## src/rtl/stage_sequencer_pkg.sv

```systemverilog
// Shared definitions for the instruction stage sequencer and the main control decoder:
// stage codes, opcode constants and the opcode-class enumeration.
package stage_sequencer_pkg;

    typedef enum logic [2:0] {
        ST_IF  = 3'b000,
        ST_ID  = 3'b001,
        ST_EX  = 3'b010,
        ST_MEM = 3'b011,
        ST_WB  = 3'b100
    } stage_e;

    typedef enum logic [2:0] {
        CLS_ALU,      // IF-ID-EX-WB
        CLS_LOAD,     // LW, LW.POI: IF-ID-EX-MEM-WB
        CLS_STORE,    // SW, CALL:   IF-ID-EX-MEM
        CLS_BRANCH,   // 0010xx:     IF-ID-EX
        CLS_JMP,      // JMP:        IF-ID
        CLS_STACK,    // RET, PUSH:  IF-ID-MEM
        CLS_POP,      // POP:        IF-ID-MEM-WB
        CLS_ILLEGAL   // undefined opcode, dropped after ID
    } op_class_e;

    localparam logic [5:0] OP_ALU_LAST = 6'b000100;
    localparam logic [5:0] OP_LW       = 6'b000101;
    localparam logic [5:0] OP_LW_POI   = 6'b000110;
    localparam logic [5:0] OP_SW       = 6'b000111;
    localparam logic [3:0] OP_BR_HI    = 4'b0010;
    localparam logic [5:0] OP_JMP      = 6'b001100;
    localparam logic [5:0] OP_CALL     = 6'b001101;
    localparam logic [5:0] OP_RET      = 6'b001110;
    localparam logic [5:0] OP_PUSH     = 6'b001111;
    localparam logic [5:0] OP_POP      = 6'b010000;

endpackage

```

## src/rtl/stage_sequencer_op_class_decode.sv

```systemverilog
// Combinational opcode classifier: maps a 6-bit opcode onto the stage-path class.
module op_class_decode
    import stage_sequencer_pkg::*;
(
    input  logic [5:0] op_code,
    output op_class_e  op_class
);

    // Priority chain over the opcode map; anything not listed is illegal.
    always_comb begin
        op_class = CLS_ILLEGAL;
        if (op_code <= OP_ALU_LAST) begin
            op_class = CLS_ALU;
        end else if (op_code == OP_LW || op_code == OP_LW_POI) begin
            op_class = CLS_LOAD;
        end else if (op_code == OP_SW || op_code == OP_CALL) begin
            op_class = CLS_STORE;
        end else if (op_code[5:2] == OP_BR_HI) begin
            op_class = CLS_BRANCH;
        end else if (op_code == OP_JMP) begin
            op_class = CLS_JMP;
        end else if (op_code == OP_RET || op_code == OP_PUSH) begin
            op_class = CLS_STACK;
        end else if (op_code == OP_POP) begin
            op_class = CLS_POP;
        end
    end

endmodule

```

## src/rtl/stage_sequencer.sv

```systemverilog
// Multi-cycle instruction stage sequencer: walks IF/ID/EX/MEM/WB per opcode class,
// arbitrates the shared memory handshake and keeps cycle/retire counters.
module stage_sequencer
    import stage_sequencer_pkg::*;
(
    input  logic        clk,
    input  logic        rst,
    input  logic        run,
    input  logic [5:0]  op_code,
    input  logic        mem_ready,
    output logic [2:0]  next_state,
    output logic        mem_req,
    output logic        instr_done,
    output logic        illegal_op,
    output logic        halted,
    output logic [31:0] cycle_cnt,
    output logic [31:0] instret_cnt
);

    stage_e      state_q, state_d;
    op_class_e   class_q, class_d;
    op_class_e   id_class;
    logic        done_q, done_d;
    logic        illegal_q, illegal_d;
    logic [31:0] cycle_cnt_q;
    logic [31:0] instret_cnt_q;
    logic        mem_grant;

    op_class_decode u_decode (
        .op_code  (op_code),
        .op_class (id_class)
    );

    // Memory request and park status are decoded from the stage register; run only
    // gates the fetch request, and nothing is requested while reset is held.
    assign mem_req   = !rst && ((state_q == ST_IF && run) || state_q == ST_MEM);
    assign halted    = !rst && state_q == ST_IF && !run;
    assign mem_grant = mem_req && mem_ready;

    assign next_state  = state_q;
    assign instr_done  = done_q;
    assign illegal_op  = illegal_q;
    assign cycle_cnt   = cycle_cnt_q;
    assign instret_cnt = instret_cnt_q;

    // Next-stage selection; ID uses the live classification, later stages the latched class.
    always_comb begin
        state_d   = state_q;
        class_d   = class_q;
        done_d    = 1'b0;
        illegal_d = 1'b0;
        case (state_q)
            ST_IF: begin
                if (mem_grant) state_d = ST_ID;
            end
            ST_ID: begin
                class_d = id_class;
                case (id_class)
                    CLS_ALU, CLS_LOAD, CLS_STORE, CLS_BRANCH: state_d = ST_EX;
                    CLS_STACK, CLS_POP:                       state_d = ST_MEM;
                    CLS_JMP: begin
                        state_d = ST_IF;
                        done_d  = 1'b1;
                    end
                    default: begin
                        state_d   = ST_IF;
                        illegal_d = 1'b1;
                    end
                endcase
            end
            ST_EX: begin
                case (class_q)
                    CLS_ALU:             state_d = ST_WB;
                    CLS_LOAD, CLS_STORE: state_d = ST_MEM;
                    default: begin
                        state_d = ST_IF;
                        done_d  = 1'b1;
                    end
                endcase
            end
            ST_MEM: begin
                if (mem_grant) begin
                    if (class_q == CLS_LOAD || class_q == CLS_POP) begin
                        state_d = ST_WB;
                    end else begin
                        state_d = ST_IF;
                        done_d  = 1'b1;
                    end
                end
            end
            ST_WB: begin
                state_d = ST_IF;
                done_d  = 1'b1;
            end
            default: state_d = ST_IF;
        endcase
    end

    // Stage, latched class and one-cycle retire/illegal pulses.
    always_ff @(posedge clk) begin
        if (rst) begin
            state_q   <= ST_IF;
            class_q   <= CLS_ALU;
            done_q    <= 1'b0;
            illegal_q <= 1'b0;
        end else begin
            state_q   <= state_d;
            class_q   <= class_d;
            done_q    <= done_d;
            illegal_q <= illegal_d;
        end
    end

    // Free-running cycle counter and retired-instruction counter, both wrapping.
    always_ff @(posedge clk) begin
        if (rst) begin
            cycle_cnt_q   <= 32'd0;
            instret_cnt_q <= 32'd0;
        end else begin
            cycle_cnt_q <= cycle_cnt_q + 32'd1;
            if (done_d) instret_cnt_q <= instret_cnt_q + 32'd1;
        end
    end

endmodule

```

## config.mk

```make
export PLATFORM = sky130hd
export DESIGN_NAME = stage_sequencer
export DESIGN_NICKNAME = d
export VERILOG_FILES = /design/src/rtl/stage_sequencer_pkg.sv /design/src/rtl/stage_sequencer_op_class_decode.sv /design/src/rtl/stage_sequencer.sv
export SDC_FILE = /design/constraint.sdc
export NUM_CORES = 1
export LEC_CHECK = 0
export ABC_AREA = 1
export CELL_PAD_IN_SITES_DETAIL_PLACEMENT = 1
export CELL_PAD_IN_SITES_GLOBAL_PLACEMENT = 2
export CORE_MARGIN = 10
export CORE_UTILIZATION = 30
export DETAILED_ROUTE_END_ITERATION = 10
export HOLD_SLACK_MARGIN = 0.06
export PLACE_DENSITY_LB_ADDON = 0.12
export SKIP_CTS_REPAIR_TIMING = 1
export SYNTH_ARGS = -nofsm -noshare
export SYNTH_HDL_FRONTEND = slang
export SYNTH_SLANG_ARGS = --single-unit
```

## constraint.sdc

```tcl
create_clock -name clk -period 3.73 [get_ports clk]
set_clock_uncertainty 0.15 [all_clocks]
set_input_delay 0.373 -clock clk [delete_from_list [all_inputs] [get_ports clk]]
set_output_delay 0.373 -clock clk [all_outputs]
set_load 0.01 [all_outputs]
```

# [After elaboration in Yosys (flattened, before gate mapping)]
# Index checks and enable logic that the tools add are counted.
[word_totals] out_inout_bits=71 register_bits=72 elab_cells=75 input_bits=10
[op_classes] n_mux=19 n_reduce_logical=22 n_addsub=2 n_eq_ne=24 order_cmp=1 n_bitwise=1
[op_table] op="adder 32 x 1 -> 32 bit, second input constant" count=2
[op_table] op="2-to-1 mux 3 bit" count=9
[op_table] op="== test 6 x 4 -> 1 bit, second input constant" count=4
[op_table] op="== test 6 x 3 -> 1 bit, second input constant" count=3
[op_table] op="== test 3 x 2 -> 1 bit, second input constant" count=5
[op_table] op="== test 3 bit, second input constant" count=5
[op_table] op="one-hot mux 3 bit (4 select lines)" count=1
[op_table] op="== test 3 x 1 -> 1 bit, second input constant" count=3
[op_table] op="logical NOT 3 bit" count=3
[op_table] op="OR reduction 7 bit" count=1
[op_table] op="== test 6 x 5 -> 1 bit, second input constant" count=1
[op_table] op="<= comparator 6 x 3 -> 1 bit, second input constant" count=1
[op_table] op="2-to-1 mux 1 bit" count=6
[op_table] op="one-hot mux 3 bit (2 select lines)" count=1
[op_table] op="OR reduction 2 bit" count=3
[op_table] op="logical AND 1 bit" count=5
[op_table] op="logical OR 1 bit" count=5
[op_table] op="== test 4 x 2 -> 1 bit, second input constant" count=1
[op_table] op="inequality test 2 bit, second input constant" count=2
[op_table] op="one-hot mux 1 bit (4 select lines)" count=1
[op_table] op="one-hot mux 2 bit (2 select lines)" count=1
[op_table] op="OR reduction 4 bit" count=1
[op_table] op="OR reduction 3 bit" count=1
[op_table] op="logical NOT 1 bit" count=2
[op_table] op="2 further kinds" count=2

# [Logic depth before layout (Yosys ltp)]
# Gate-level depths: netlist (run 1).
[depth] word_depth=12 mapped_depth=10 depth_no_buf=10

# [Cells and area by module]
# A second synthesis (run 1) with hierarchy kept.
[hier_totals] hier_cells=738 area_unflattened_um2=4383.0
[by_module_without_submodules] module="stage_sequencer" instances=1 seq_area_each_um2=1441.4 area_per_inst_um2=4251.6 cells_per_inst=707
[by_module_without_submodules] module="op_class_decode" instances=1 seq_area_each_um2=0.0 area_per_inst_um2=131.4 cells_per_inst=31

# [Worst setup path after synthesis (run 1)]
# OpenSTA, ideal clock, no wires.
[synth_path] path_type="reg2reg" startpoint="register instret_cnt_q[0], in the netlist instret_cnt[0]" endpoint="register instret_cnt_q[28], in the netlist instret_cnt[28]" slack_ns=1.916 required_ns=3.441 t_arrival_ns=1.525 path_stages_with_launch=11 setup_time_ns=0.139 n_path_buf=0 period_less_slack_ns=1.814 path_cell_list="dfxtp_1 ha_1 inv_1 nor2_1 inv_1 nor2_1 nand2_1 nand2_1 nand2_1 nand2_2 a21oi_2"
[synth_via] elab_chain_cells=1
[synth_lines] item="from (decl)" line_no="stage_sequencer.sv:26" rtl="logic [31:0] instret_cnt_q;"
[synth_lines] item="from (signal assigned)" line_no="stage_sequencer.sv:121" rtl="if (done_d) instret_cnt_q <= instret_cnt_q + 32'd1;"
[synth_lines] item="adder 32 x 1 -> 32 bit" line_no="stage_sequencer.sv:121"
# Every way passes these cells.
# A chain may end at the register's enable or synchronous reset.

# [Worst setup path after layout (run 1)]
[layout_path] startpoint="input op_code[3]" endpoint="register instret_cnt_q[12], in the netlist instret_cnt[12]"
[layout_via] elab_chain_cells=11 elab_cells_between_ends=23 classes_between="order compare (1); eq/ne (10); mux (9); reduce/logical (3)"
[layout_lines] item="from (decl)" line_no="stage_sequencer.sv:9" rtl="input logic [5:0] op_code,"
[layout_lines] item="== test 6 x 5 -> 1 bit / == test 6 x 4 -> 1 bit (equally long branches)" line_no="stage_sequencer_op_class_decode.sv:24, stage_sequencer_op_class_decode.sv:22"
[layout_lines] item="2-to-1 mux 1 bit / logical OR 1 bit (equally long branches)" line_no="stage_sequencer_op_class_decode.sv:24, stage_sequencer_op_class_decode.sv:22"
[layout_lines] item="2-to-1 mux 3 bit" line_no="stage_sequencer_op_class_decode.sv:22" rtl="end else if (op_code == OP_RET || op_code == OP_PUSH) begin"
[layout_lines] item="2-to-1 mux 3 bit" line_no="stage_sequencer_op_class_decode.sv:20" rtl="end else if (op_code == OP_JMP) begin"
[layout_lines] item="2-to-1 mux 3 bit" line_no="stage_sequencer_op_class_decode.sv:18" rtl="end else if (op_code[5:2] == OP_BR_HI) begin"
[layout_lines] item="2-to-1 mux 3 bit" line_no="stage_sequencer_op_class_decode.sv:16" rtl="end else if (op_code == OP_SW || op_code == OP_CALL) begin"
[layout_lines] item="2-to-1 mux 3 bit" line_no="stage_sequencer_op_class_decode.sv:14" rtl="end else if (op_code == OP_LW || op_code == OP_LW_POI) begin"
[layout_lines] item="2-to-1 mux 3 bit (*)" line_no="stage_sequencer_op_class_decode.sv:12" rtl="if (op_code <= OP_ALU_LAST) begin"
[layout_lines] item="== test 3 bit (*)" line_no="stage_sequencer.sv:58" rtl="case (id_class)"
[layout_lines] item="2-to-1 mux 1 bit (*)" line_no="stage_sequencer.sv:58"
[layout_lines] item="one-hot mux 1 bit (4 select lines) (*)" line_no="stage_sequencer.sv:52" rtl="case (state_q)"
# Mark *: on every way between the ends. The rest lies on a longest branch, timed or not.

==> results of run 1 <==
-- worst max-delay path, stage by stage --
cell             delay (ns)
clkdlybuf4s50_1        0.47
nand2_1                0.11
inv_2                  0.06
nand3_1                0.09
nor2_1                 0.08
nor2_4                 0.64
nand3_4                0.52
nand2_1                0.20
a21oi_1                0.07
-- metrics by stage --
stage | hold WS, ns | power [W]
after floorplan | 0.3338 | 0.0008497
after global placement | 0.3144 | 0.0008861
after detailed placement | 0.3338 | 0.0008885
after CTS | 0.3469 | 0.001824
after global routing | 0.3755 | 0.001864
final | 0.3382 | 0.001798
-- path summary, 6_finish.rpt --
kind | end | slack (ns) | cells after the start
max reg2reg | instret_cnt[12]$_SDFFE_PP0P_ | 1.25 | 7
max | instret_cnt[12]$_SDFFE_PP0P_ | 1.14 | 9
min | cycle_cnt[31]$_SDFF_PP0_ | 0.34 | 2
min reg2reg | cycle_cnt[31]$_SDFF_PP0_ | 0.34 | 2
-- layout make-up --
class / instances / area [sq um]
fill: 1870 / 8825
timing repair buffer: 82 / 810.8
sequential: 72 / 1441
multi-input combinational: 538 / 2643
tap: 184 / 230.2
inverter: 56 / 210.2
clock inverter: 2 / 35.03
clock buffer: 14 / 284.0
-- per-layer routing --
layer  vias up  global-route usage  part of all wire
li1       2386                   -                 -
met1      2288              0.1779              0.43
met2        72              0.2863              0.51
met3        14             0.03527             0.045
met4         0             0.05326             0.015
met5         -                   0                 0
-- kinds of logic after synthesis --
family | count (synthesis) | share of synthesized area
xor+xnor | 19 | 0.03782
flops | 72 | 0.3276
buf+inv | 76 | 0.07193
simple gates | 441 | 0.4609
fa+ha+maj | 2 | 0.005686
compound gates | 76 | 0.09611
-- placed cells by master (no fill, tap or decap), types with 17 or more instances in the layout --
master and instances:
nand2_1 211, nor2_1 96, clkdlybuf4s50_1 79, dfxtp_1 72
inv_1 53, a21oi_1 51, nand4_1 41, nand3_1 21
nor3_1 19, nand3b_1 17
-- flip-flops by register name, summed over array words and instances, names as in the netlist --
name         flops
instret_cnt     32
instr_done       1
next_state       3
illegal_op       1
cycle_cnt       32
class_q          3
-- power groups by stage --
stage / combinational, W / sequential [W] / clock (W)
finish: 0.0000847 / 0.000785 / 0.000929
detailed placement: 0.0000861 / 0.000802 / 0
global placement: 0.0000843 / 0.000802 / 0
CTS: 0.0000866 / 0.000785 / 0.000952
floorplan: 0.0000479 / 0.000802 / 0
global route: 0.0000951 / 0.000787 / 0.000982
==> out/metrics.csv, run 1 <==
metric,value,unit
status,completed,
drt_iter0_drc,175,
area_growth,28.49,%
synth.yosys.seq_area_share,0.3276,
grt_max_degree,63,
fmax,0.3859,GHz
async_flop_share,0,
portBuffers,80,
wl,15640,um
gp_congestion,0.8217,
min_from,cycle_cnt[31]$_SDFF_PP0_,
grt_usage,0.1584,
core_area,14480,sq um
internal_power,0.001399,W
netlist.area_leader.share,0.3276,
powerDensity,318.1,nW/um^2
synth_edf_count,0,
synth_top_cell_by_area,dfxtp_1,
rsz0062_at_grt,no,
cts-root-buf,clkbuf_16,
final_antenna_net_count,0,
crit_path_start_kind,input pin,
power_frac_comb,0.047,
fin_area,5654,sq um
cts.sinks,72,
crit_start,op_code[3],
synth.area.top_cells,"dfxtp_1 (33%), nand2_1 (18%), nor2_1 (8.2%)",
drc,0,
post-route-util,0.3905,
cts.path.max_buffers,2,
worstReg2RegStart,next_state[0]$_SDFFE_PP0P_,
worstPathRequired,3.78,ns
drv_cap,0,
ys_types,33,
preCtsSetupSlack,0.7453,ns
hpwlAfterDp,11820,um
hold_viol_final,0,
peakVddDrop,0.0001946,V
yosysMostFrequentCell,nand2_1,
ys_warn_count,0,
gr-total-overflow,0,
syn-instance-count,686,
hp-class,reg2reg,
clk_latency,0.35,ns
syn_area,4400,sq um
drt_pass1_iterations,4,
die_y,141.1,um
setup_viol,0,
drive_above_1_share,0.07461,
placed_cells,932,
critPathMaxFanout,33,
clkSlewWorstSetupHoldPaths,0.06,ns
synth_seq_cells,72,
period_share,0.6947,
grt_pass1_vias,5049,
slew_headroom,0.4430,
diodes,0,
placed_area,5335,sq um
synth_ff_type,dfxtp_1,
endpoint_kind,register,
min_period,2.591,ns
p_leak,1.868,nW
synth_common_cells,"nand2_1 (211), nor2_1 (96), dfxtp_1 (72)",
timing.setup.tns,0,ns
slew_violations,0,
antenna_found_initial,0,
start_util,0.3039,
cts_made_buffers,9,
cts_htree_levels,3,
grt_pass1_wl,25840,um
cts_tree,yes,
die_area,19910,sq um
netSwitchingPower,0.0003995,W
fin_cells,948,
crit_arrival,2.64,ns
via_per_inst,5.021,
pwr-share-seq,0.437,
fp.dieW,141.1,um
avgRoutedWirePerCell,16.50,um
path_class,in2reg,
syn_nets,698,
num-nets-final,771,
switching_share,0.2221,
clkPwrFrac,0.516,
syn_avg_cell_area,6.415,sq um
vias,4760,
row_count,44,
boundaryPins,81,
worstMarginPinSlew,0.8336,ns
worst_slack,1.139,ns
No activity file was read; power rests on OpenSTA's default activity.
==> inputs of run 2 (changes only) <==
- CORE_UTILIZATION: 30 -> 25
- clock period: 3.73 -> 2.28 ns (I/O delays scaled with it)
==> out/metrics.csv, run 2 (synthesis gave the netlist of run 1 again) <==
metric,value,unit,change
cts_made_buffers,9,,unchanged
worstReg2RegStart,cycle_cnt[0]$_SDFF_PP0_,,was next_state[0]$_SDFFE_PP0P_
drt_pass1_iterations,4,,unchanged
area_growth,31.79,%,was 28.49%
powerDensity,495.8,nW/um^2,was 318.1 nW/um^2
drv_cap,0,,unchanged
slew_violations,0,,unchanged
crit_chain,nor2_2 > nand2_1 > nand2_2 > inv_2 > nor2_4 > clkdlybuf4s50_1,,was clkdlybuf4s50_1 > nand2_1 > inv_2 > nand3_1 > nor2_1 > nor2_4 > nand3_4 > nand2_1 > a21oi_1
critPathMaxFanout,5,,was 33
reg2reg_to,cycle_cnt[16]$_SDFF_PP0_,,was instret_cnt[12]$_SDFFE_PP0P_
r2r_setup_slack,0.41,ns,was 1.25 ns
wl,16600,um,was 15640 um
hold_viol_final,0,,unchanged
slew_headroom,0.4681,,was 0.4430
final_antenna_net_count,0,,unchanged
max_stage_delay,0.56,ns,was 0.64 ns
grt_max_degree,62,,was 63
boundaryPins,81,,unchanged
drt_iter0_drc,186,,was 175
final_common_cell,nand2_1,,unchanged
cp_slowest_cell,clkdlybuf4s50_1,,was nor2_4
cts-root-buf,clkbuf_16,,unchanged
cts.sinks,72,,unchanged
rr_worst_depth,8,,was 7
total_power,0.002875,W,was 0.001798 W
gr-total-overflow,0,,unchanged
peakVddDrop,0.0003647,V,was 0.0001946 V
setup_viol,0,,unchanged
antenna_found_initial,0,,unchanged
drc,0,,unchanged
gp_congestion,0.8389,,was 0.8217
status,completed,,unchanged
fmax,0.4682,GHz,
path_class,reg2out,,was in2reg
crit_arrival,1.76,ns,was 2.64 ns
cts_htree_levels,3,,unchanged
cp_num_buf_inv,2,,unchanged
clkSlewWorstSetupHoldPaths,0.06,ns,about the same
fp.dieW,152.7,um,was 141.1 um
avgRoutedWirePerCell,16.58,um,was 16.50 um
cts.path.max_buffers,2,,unchanged
core_area,17300,sq um,was 14480 sq um
min_from,rst,,was cycle_cnt[31]$_SDFF_PP0_
period_share,0.9368,,
grt_usage,0.1429,,was 0.1584
die_y,152.7,um,was 141.1 um
start_util,0.2544,,was 0.3039
num-nets-final,784,,was 771
endpoint_kind,output port,,was register
drive_above_1_share,0.09149,,was 0.07461
final_cell_mix,"nand2_1 (211), nor2_1 (96), clkdlybuf4s50_1 (79), dfxtp_1 (70), inv_1 (53)",,"was nand2_1 (211), nor2_1 (96), clkdlybuf4s50_1 (79), dfxtp_1 (72), inv_1 (53)"
clk_latency,0.34,ns,was 0.35 ns
diodes,0,,unchanged
worstPathRequired,1.90,ns,was 3.78 ns
portBuffers,80,,unchanged
vias,4847,,was 4760
row_count,48,,was 44
worstMarginPinSlew,0.7979,ns,was 0.8336 ns
die_area,23310,sq um,was 19910 sq um
grt_pass1_vias,5224,,was 5049
crit_path_start_kind,register,,was input pin
p_leak,1.928,nW,was 1.868 nW
holdPathEnd,instr_done$_SDFF_PP0_,,was cycle_cnt[31]$_SDFF_PP0_
hpwlAfterDp,12600,um,was 11820 um
rsz0062_at_grt,no,,unchanged
hold_depth,5,,was 2
hp-class,in2reg,,was reg2reg
crit_family,buffers and inverters,,was simple AND/OR/NAND/NOR gates
timing.setup.tns,0,ns,unchanged
min_period,2.136,ns,
cts_tree,yes,,unchanged
via_per_inst,4.842,,was 5.021
grt_pass1_wl,27500,um,was 25840 um
## run 2: power breakdown
part           switching [W]  total [W]  leakage [nW]  internal (W)
logic              0.0000928   0.000154          1.20     0.0000608
clock network       0.000573    0.00144         0.145      0.000866
registers          0.0000125    0.00128         0.582       0.00127
## run 2: worst min-delay path: cells and delay by family
family        cells  cell delay (ns)
simple gates      1             0.08
buf+inv           4             0.37
## run 2: final cells by class
class	instances	area, sq um
tap	225	281.5
multi-input combinational	538	2643
timing repair buffer	95	933.4
fill	2215	11500
sequential	72	1444
clock inverter	4	45.04
inverter	56	210.2
clock buffer	11	242.7
## run 2: per-stage QoR
| stage | setup slack (ns) | utilization | std cells | hold WS, ns | area [sq um] |
|---|---|---|---|---|---|
| 2_1_floorplan | 0.4662 | - | 686 | 0.3003 | 4400 |
| 3_3_place_gp | 0.2778 | 0.3185 | 986 | 0.3200 | 5509 |
| 3_5_place_dp | 0.1662 | 0.3185 | 986 | 0.3369 | 5509 |
| 4_1_cts | 0.06968 | 0.3351 | 1001 | 0.2223 | 5797 |
| 5_1_grt | 0.05302 | 0.3353 | 1001 | 0.2463 | 5799 |
| 6_report | 0.1441 | 0.3353 | 1001 | 0.2234 | 5799 |
## run 2: metal layers
metal  vias up  track usage  part of all wire  wire, um
li1       2419            -                 -         -
met1      2346       0.1681              0.45      7440
met2        63       0.2479              0.50      8217
met3        19      0.03387             0.040       663
met4         0      0.04814             0.017       277
met5         -            0                 0         0
## run 2: worst max path at each step
| stage | startpoint | to | slack (ns) | depth (start not counted) |
|---|---|---|---|---|
| finish | next_state[0]$_SDFFE_PP0P_ | mem_req | 0.14 | 6 |
| global route | next_state[0]$_SDFFE_PP0P_ | mem_req | 0.05 | 6 |
| CTS | next_state[0]$_SDFFE_PP0P_ | mem_req | 0.07 | 5 |
| detailed placement | op_code[3] | instret_cnt[5]$_SDFFE_PP0P_ | 0.17 | 10 |
| global placement | op_code[3] | instret_cnt[15]$_SDFFE_PP0P_ | 0.28 | 10 |
| floorplan | instret_cnt[0]$_SDFFE_PP0P_ | instret_cnt[28]$_SDFFE_PP0P_ | 0.47 | 10 |
==> inputs of run 3 (changes only) <==
- CORE_MARGIN: 10 -> 2
- CORE_UTILIZATION: 25 -> 28
- clock period: 2.28 -> 2.2 ns (I/O delays scaled with it)
==> out/metrics.csv, run 3 (synthesis gave the netlist of run 1 again) <==
metric,value,unit,change
status,completed,,unchanged
preCtsSetupSlack,0.04446,ns,was 0.1662 ns
clk_latency,0.35,ns,was 0.34 ns
boundaryPins,81,,unchanged
cts.path.max_buffers,2,,unchanged
clkSlewWorstSetupHoldPaths,0.05,ns,was 0.06 ns
die_y,129.4,um,was 152.7 um
fmax,0.4713,GHz,
rsz0062_at_grt,no,,unchanged
cts_htree_levels,3,,unchanged
gr-total-overflow,0,,unchanged
vias,4833,,was 4847
crit_arrival,1.75,ns,was 1.76 ns
grt_usage,0.1919,,was 0.1429
hp-class,in2reg,,unchanged
cts.sinks,72,,unchanged
worst_slack,0.07819,ns,was 0.1441 ns
num-nets-final,784,,unchanged
min_period,2.122,ns,
period_share,0.9645,,
path_class,reg2out,,unchanged
diodes,0,,unchanged
grt_pass1_wl,25130,um,was 27500 um
post-route-util,0.3802,,was 0.3353
drc,0,,unchanged
crit_path_start_kind,register,,unchanged
core_area,15260,sq um,was 17300 sq um
drt_iter0_drc,209,,was 186
final_cell_mix,"nand2_1 (211), nor2_1 (94), clkdlybuf4s50_1 (79), dfxtp_1 (70), inv_1 (53)",,"was nand2_1 (211), nor2_1 (96), clkdlybuf4s50_1 (79), dfxtp_1 (70), inv_1 (53)"
drt_pass1_iterations,7,,was 4
p_leak,1.932,nW,was 1.928 nW
wl,15580,um,was 16600 um
grt_max_degree,34,,was 62
hpwlAfterDp,11640,um,was 12600 um
critPathMaxFanout,5,,unchanged
cts_made_buffers,9,,unchanged
grt_pass1_vias,4996,,was 5224
row_count,45,,was 48
drv_cap,0,,unchanged
portBuffers,80,,unchanged
antenna_found_initial,0,,unchanged
hold_viol_final,0,,unchanged
placed_cells,972,,was 986
slew_violations,0,,unchanged
final_antenna_net_count,0,,unchanged
area_growth,31.85,%,was 31.79%
die_area,16740,sq um,was 23310 sq um
cts-root-buf,clkbuf_16,,unchanged
worstPathRequired,1.83,ns,was 1.90 ns
fp.dieW,129.4,um,was 152.7 um
worstMarginPinSlew,0.4444,ns,was 0.7979 ns
drive_above_1_share,0.09266,,was 0.09149
gp_congestion,0.8110,,was 0.8389
endpoint_kind,output port,,unchanged
peakVddDrop,0.0003512,V,was 0.0003647 V
fin_cells,988,,was 1001
cts_tree,yes,,unchanged
slew_headroom,0.7038,,was 0.4681
avgRoutedWirePerCell,15.77,um,was 16.58 um
start_util,0.2884,,was 0.2544
final_common_cell,nand2_1,,unchanged
powerDensity,534.5,nW/um^2,was 495.8 nW/um^2
via_per_inst,4.892,,was 4.842
timing.setup.tns,0,ns,unchanged
setup_viol,0,,unchanged
-- run 3: cell count changes in the layout (fill, tap and decap cells not counted), sizes merged --
cell,delta
bufinv,+1
clkbuf,+2
clkinv,-2
-- run 3: per-stage QoR --
| stage | hold WS (ns) | total power, W | instance area [sq um] |
|---|---|---|---|
| 2_1_floorplan | 0.2923 | 0.001441 | 4400 |
| 6_report | 0.2390 | 0.003101 | 5802 |
| 3_5_place_dp | 0.3417 | 0.001513 | 5479 |
| 5_1_grt | 0.2829 | 0.003218 | 5802 |
| 3_3_place_gp | 0.3142 | 0.001509 | 5479 |
| 4_1_cts | 0.2492 | 0.003140 | 5794 |
-- run 3: worst max-delay path: stages, from the launching register on --
cell and delay (ns):
dfxtp_2 0.34, nor2_2 0.12, nand2_1 0.11, nand2_2 0.09
inv_2 0.04, nor2_4 0.15, clkdlybuf4s50_1 0.56
-- run 3: where the power goes --
part           internal (W)  switching (W)
combinational     0.0000603      0.0000927
clock               0.00102       0.000593
sequential          0.00132      0.0000139
-- run 3: layout make-up --
class / count / area (sq um)
repair buffers: 95 / 920.9
flip-flops and latches: 72 / 1444
clock buffers: 13 / 250.2
fillers: 1963 / 9457
multi-input cells: 538 / 2648
inverters: 56 / 210.2
well taps: 211 / 264.0
clock inverters: 3 / 65.06
-- run 3: worst paths after layout --
check,startpoint,endpoint,slack [ns],cells past startpoint
worst min register to register,cycle_cnt[31]$_SDFF_PP0_,cycle_cnt[31]$_SDFF_PP0_,0.34,2
worst min-delay path,rst,next_state[1]$_SDFFE_PP0P_,0.24,5
worst max-delay path,next_state[0]$_SDFFE_PP0P_,mem_req,0.08,6
worst max register to register,instret_cnt[1]$_SDFFE_PP0P_,instret_cnt[28]$_SDFFE_PP0P_,0.31,10
-- run 3: metal layers --
| metal | vias up | track usage | part of all wire |
|---|---|---|---|
| li1 | 2418 | - | - |
| met1 | 2328 | 0.2287 | 0.45 |
| met2 | 70 | 0.3480 | 0.51 |
| met3 | 17 | 0.02890 | 0.027 |
| met4 | 0 | 0.07033 | 0.020 |
| met5 | - | 0 | 0 |
